## config.mk

```make
export PLATFORM = sky130hd
export DESIGN_NAME = layer2_pool_ctrl
export DESIGN_NICKNAME = d
export VERILOG_FILES = /design/src/rtl/layer2_pool_ctrl.sv
export SDC_FILE = /design/constraint.sdc
export NUM_CORES = 1
export LEC_CHECK = 0
export ABC_AREA = 1
export CELL_PAD_IN_SITES_DETAIL_PLACEMENT = 1
export CELL_PAD_IN_SITES_GLOBAL_PLACEMENT = 2
export CORE_AREA = 3 3 356 358
export CTS_CLUSTER_SIZE = 28
export DETAILED_ROUTE_END_ITERATION = 16
export DIE_AREA = 0 0 359 361
export GPL_ROUTABILITY_DRIVEN = 0
export GPL_TIMING_DRIVEN = 0
export PLACE_DENSITY = 0.71
export SLEW_MARGIN = 20
export SYNTH_ARGS = -nofsm -noshare
export SYNTH_HDL_FRONTEND = slang
export SYNTH_SLANG_ARGS = --single-unit
```

## constraint.sdc

```tcl
create_clock -name clk_in -period 4 [get_ports clk_in]
set_input_delay 0.8 -clock clk_in [delete_from_list [all_inputs] [get_ports clk_in]]
set_output_delay 0.8 -clock clk_in [all_outputs]
set_load 0.02 [all_outputs]
```

## src/rtl/layer2_pool_ctrl.sv

```systemverilog
// layer2_pool_ctrl: walks a feature map in 2x2 windows and drives the pool array.
// Optional pool watchdog with sticky err: define POOL_CTRL_TIMEOUT_EN.
module layer2_pool_ctrl #(
    parameter int bits        = 16,
    parameter int channel_num = 8,
    parameter int img_w       = 8,
    parameter int img_h       = 8,
    parameter int addr_bits   = 10
) (
    input  logic                             clk_in,
    input  logic                             rst_n,
    input  logic                             start,
    output logic                             busy,
    output logic                             done,
    output logic                             err,
    output logic                             fm_rd_en,
    output logic [addr_bits-1:0]             fm_rd_addr,
    input  logic [channel_num*bits-1:0]      fm_rd_data,
    output logic [4*channel_num*bits-1:0]    pool_data_in,
    output logic                             pool_start,
    input  logic [channel_num*bits-1:0]      pool_data_out,
    input  logic                             pool_ready,
    output logic                             out_wr_en,
    output logic [addr_bits-1:0]             out_wr_addr,
    output logic [channel_num*bits-1:0]      out_wr_data
);

    localparam logic [addr_bits-1:0] ONE      = addr_bits'(1);
    localparam logic [addr_bits-1:0] TWO      = addr_bits'(2);
    localparam logic [addr_bits-1:0] W_A      = addr_bits'(img_w);
    localparam logic [addr_bits-1:0] COL_LAST = addr_bits'(img_w - 2);
    localparam logic [addr_bits-1:0] ROW_LAST = addr_bits'(img_h - 2);

    typedef enum logic [2:0] {
        IDLE, RD, CAP, FIRE, WAIT, WR, DONE
    } state_t;

    state_t               state, state_nx;
    logic [1:0]           slot, cap_k;
    logic [addr_bits-1:0] base, base_nx, col, row, out_addr;
    logic                 row_end, last_win, take, tmo, cap_en;

    assign row_end  = (col == COL_LAST);
    assign last_win = row_end && (row == ROW_LAST);
    assign take     = ((state == FIRE) || (state == WAIT)) && pool_ready;
    assign base_nx  = row_end ? base + W_A + TWO : base + TWO;

    // Read data lags the strobe by one cycle, so slot k lands one state later.
    assign cap_en = ((state == RD) && (slot != 2'd0)) || (state == CAP);
    assign cap_k  = (state == CAP) ? 2'd3 : slot - 2'd1;

`ifdef POOL_CTRL_TIMEOUT_EN
    logic [3:0] wdog;

    assign tmo = (state == WAIT) && !pool_ready && (wdog == 4'd14);

    always_ff @(posedge clk_in or negedge rst_n) begin
        if (!rst_n) begin
            wdog <= 4'd0;
            err  <= 1'b0;
        end else begin
            wdog <= (state == WAIT) ? wdog + 4'd1 : 4'd0;
            if ((state == IDLE) && start)
                err <= 1'b0;
            else if (tmo)
                err <= 1'b1;
        end
    end
`else
    assign tmo = 1'b0;
    assign err = 1'b0;
`endif

    always_comb begin
        state_nx = state;
        unique case (state)
            IDLE: if (start) state_nx = RD;
            RD:   if (slot == 2'd3) state_nx = CAP;
            CAP:  state_nx = FIRE;
            FIRE: state_nx = pool_ready ? WR : WAIT;
            WAIT: begin
                if (pool_ready)
                    state_nx = WR;
                else if (tmo)
                    state_nx = DONE;
            end
            WR:   state_nx = last_win ? DONE : RD;
            DONE: state_nx = IDLE;
            default: state_nx = IDLE;
        endcase
    end

    always_ff @(posedge clk_in or negedge rst_n) begin
        if (!rst_n)
            state <= IDLE;
        else
            state <= state_nx;
    end

    always_ff @(posedge clk_in or negedge rst_n) begin
        if (!rst_n) begin
            busy        <= 1'b0;
            done        <= 1'b0;
            fm_rd_en    <= 1'b0;
            fm_rd_addr  <= '0;
            pool_start  <= 1'b0;
            out_wr_en   <= 1'b0;
            out_wr_addr <= '0;
            out_wr_data <= '0;
            slot        <= 2'd0;
            base        <= '0;
            col         <= '0;
            row         <= '0;
            out_addr    <= '0;
        end else begin
            fm_rd_en   <= 1'b0;
            pool_start <= 1'b0;
            out_wr_en  <= 1'b0;
            done       <= 1'b0;
            unique case (state)
                IDLE: begin
                    if (start) begin
                        busy       <= 1'b1;
                        row        <= '0;
                        col        <= '0;
                        base       <= '0;
                        out_addr   <= '0;
                        slot       <= 2'd0;
                        fm_rd_en   <= 1'b1;
                        fm_rd_addr <= '0;
                    end
                end
                RD: begin
                    slot <= slot + 2'd1;
                    if (slot != 2'd3)
                        fm_rd_en <= 1'b1;
                    unique case (slot)
                        2'd0: fm_rd_addr <= base + ONE;
                        2'd1: fm_rd_addr <= base + W_A;
                        2'd2: fm_rd_addr <= base + W_A + ONE;
                        default: fm_rd_addr <= fm_rd_addr;
                    endcase
                end
                CAP: pool_start <= 1'b1;
                FIRE, WAIT: begin
                    if (take) begin
                        out_wr_en   <= 1'b1;
                        out_wr_addr <= out_addr;
                        out_wr_data <= pool_data_out;
                    end else if (tmo) begin
                        busy <= 1'b0;
                        done <= 1'b1;
                    end
                end
                WR: begin
                    out_addr <= out_addr + ONE;
                    if (last_win) begin
                        busy <= 1'b0;
                        done <= 1'b1;
                    end else begin
                        col        <= row_end ? '0 : col + TWO;
                        row        <= row_end ? row + TWO : row;
                        base       <= base_nx;
                        slot       <= 2'd0;
                        fm_rd_en   <= 1'b1;
                        fm_rd_addr <= base_nx;
                    end
                end
                DONE: ;
                default: ;
            endcase
        end
    end

    always_ff @(posedge clk_in or negedge rst_n) begin
        if (!rst_n) begin
            pool_data_in <= '0;
        end else if (cap_en) begin
            for (int c = 0; c < channel_num; c++)
                pool_data_in[(4*c + int'(cap_k))*bits +: bits]
                    <= fm_rd_data[c*bits +: bits];
        end
    end

endmodule

```

==> flow_summary.ini <==
[run_status]
status = complete, no violations

[clocking]
htreeDepth = 3
cts_tree = built
cts_buffers = 89
clock_sinks = 707
clk_pin_slew_ns = 0.06
cts_buffer_depth = 3
cts_root_buf = clkbuf_16
insertion_delay_ns = 0.68
cts_hold_buf = 0

[pwr]
p_clk_share_pct = 18.7
p_leak_nw = 19.5
pwr-share-seq_pct = 27.1
comb_power_share_pct = 54.2
intPower_mw = 23.4
swShare_pct = 47.8
powerDensity_nw_per_um2 = 988
p_switching_mw = 21.5
peakVddDrop_v = 0.000477

[sta]
clock.fmax_mhz = 263
final-setup-viol-count = 0
worst_pin_slew_ns = 1.09
finalSetupTns_ns = 0
hold_viol_final = 0
drv_slew = 0
finClkSkew_ns = 0.0396
final.min_clock_period_ns = 3.81
finalCritPeriodShare_pct = 95.2
slew_headroom_pct = 27.1
rsz0062_at_grt = no

[flow_run]
maxCapViolCount = 0

[routing]
ant_nets = 0
wl_per_cell_um = 29.6
dr.pass1.iters = 5
via_count = 30300
drtIter0Drc = 1856
wirelength_mm = 181
via_per_inst = 4.95
drc = 0

[synthesis]
synth_nets = 3659
yosys.cell_types.count = 42
synth_area_um2 = 30800
yosys-top-cells-count = nand2_1, dfrtp_1, o21ai_0, inv_1, clkbuf_1
synth_edf_count = 0
yosysMostFrequentCell = nand2_1
yosysWarnings = 0
synth-seq-cells = 707
async_flop_share_pct = 100
synth_top_area_share_pct = 57.4
synth_ff_type = dfrtp_1
synth_area_leaders = dfrtp_1, nand2_1, o21ai_0
synthCells = 3382
yosysSeqAreaShare_pct = 57.4
synth_top_area_cell = dfrtp_1
synth.avg_cell_area_um2 = 9.11

[global_routing]
grt_overflow_total = 0
antenna_found_initial = 34
grt_max_degree = 89
first_global_vias = 31900
grt_usage_pct = 27.1
grt_first_pass_wirelength_mm = 253

[setup_path]
crit_type = reg2reg
cp_slowest_stage_delay_ns = 0.52
cp-end-kind = flip-flop
arrival_ns = 4.43
crit_family = buffers and inverters
cp_max_fo = 29
slowest_stage = clkbuf_2
required_ns = 4.62
path_buf_inv = 4
critPathLaunchType = flip-flop
cp_cell_sequence = nor3_4, inv_1, nand2_2, inv_6, ha_1, clkbuf_2, nand3_4, clkbuf_1, o221ai_1, o21a_1

[die]
row_count = 129
die_w_um = 359
die_h_um = 361
ioPinCount = 926
core-area_um2 = 124000
initial_core_util_pct = 24.9
fp.dieArea_um2 = 130000

[final_layout]
final_cell_count_no_fill = 6125
final_area_um2 = 45400
nets = 4682
drive_above_1_share_pct = 6.28
area_growth_pct = 47.5

[placement]
place_area_um2 = 42400
hpwlAfterDp_mm = 146
port_buffers = 924
dp_cells = 5952

[hold_path]
min_path_type = in2async
==> power by group through the flow <==
stage          registers (mW)  logic (mW)  clock network, mW
2_1_floorplan            15.2        7.99                  0
3_5_place_dp             12.2        24.4                  0
6_report                 12.1        24.3               8.40
3_3_place_gp             12.2        24.2                  0
5_1_grt                  12.5        25.9               8.88
4_1_cts                  12.2        24.6               8.60
==> timing repair <==
item / in CTS / in global routing
buffers inserted: 2 / 0
resized for setup: 22 / 14
pin swaps: 1 / 0
gates cloned: 0 / 0
setup endpoints to repair: 512 / 36
==> registers in the layout (all words and copies together) (netlist names), 2 cells and up <==
register	cells
out_addr	10
out_wr_data	128
fm_rd_addr	10
pool_data_in	512
state	3
base	9
out_wr_addr	10
row	9
col	9
slot	2
==> logic make-up after synthesis <==
group	after synthesis	synth area share [%]
other cells	1	0.0122
buf+inv	449	5.97
flops	707	57.4
xor+xnor	5	0.142
simple gates	1279	16.4
compound gates	907	18.7
fa+ha+maj	17	0.690
mux	17	0.617
==> layout make-up <==
class / count / area, µm²
diodes: 13 / 32.5
plain buffers: 253 / 1130
clock buffers: 140 / 2700
clock inverters: 21 / 287
fillers: 14200 / 78200
inverters: 193 / 738
multi-input cells: 2226 / 11300
flip-flops and latches: 707 / 17700
well taps: 1637 / 2050
repair buffers: 935 / 9520
==> placed cells by master (no fill, tap or decap), drive strengths merged, types with 38 or more instances in the layout <==
| cell | instances |
|---|---|
| nand2 | 984 |
| clkdlybuf4s50 | 923 |
| dfrtp | 707 |
| o21ai | 411 |
| clkbuf | 309 |
| inv | 192 |
| nor2 | 158 |
| o21a | 146 |
| o221ai | 144 |
| o31ai | 98 |
| buf | 96 |
| nand3 | 86 |
| a21oi | 53 |
| o22ai | 50 |
| nor3 | 38 |
==> worst paths after layout <==
check | startpoint | endpoint | slack, ns | cells after the start
hold reg to reg | out_wr_data[15] | out_wr_data[15] | 0.47 | 2
setup / recovery | state[2] | pool_data_in[374] | 0.19 | 10
setup reg to reg | state[2] | pool_data_in[374] | 0.19 | 10
max in group asynchronous | rst_n | pool_data_in[196] | 1.49 | 6
min in group clk_in | out_wr_data[15] | out_wr_data[15] | 0.47 | 2
hold / removal | rst_n | out_wr_data[16] | 0.08 | 1
==> metal layers <==
metal,wire length [µm],track usage [%],part of all wire (%),up-vias
met1,71000,31.4,39,15400
met3,14600,8.81,8.1,278
met5,143,0,0.079,-
met2,88200,46.8,49,1078
li1,-,-,-,13500
met4,7440,9.96,4.1,22
==> metrics by stage <==
step	util, %	worst slack [ns]	hold slack (ns)	total power [mW]
2_1_floorplan	-	0.821	0.434	23.2
3_3_place_gp	34.1	-32.91	0.454	36.5
3_5_place_dp	34.3	-2.46	0.459	36.6
4_1_cts	36.7	0.00270	0.0317	45.3
5_1_grt	36.7	0.00336	0.0740	47.3
6_report	36.8	0.192	0.0757	44.9
==> worst register-to-register path: stages, from the launching register on <==
cell and delay (ns):
dfrtp_1 0.48, nor3_4 0.31, inv_1 0.13, nand2_2 0.27, inv_6 0.20, ha_1 0.47, clkbuf_2 0.52, nand3_4 0.45
clkbuf_1 0.39, o221ai_1 0.40, o21a_1 0.17
Power figures use the tool's default switching activity.
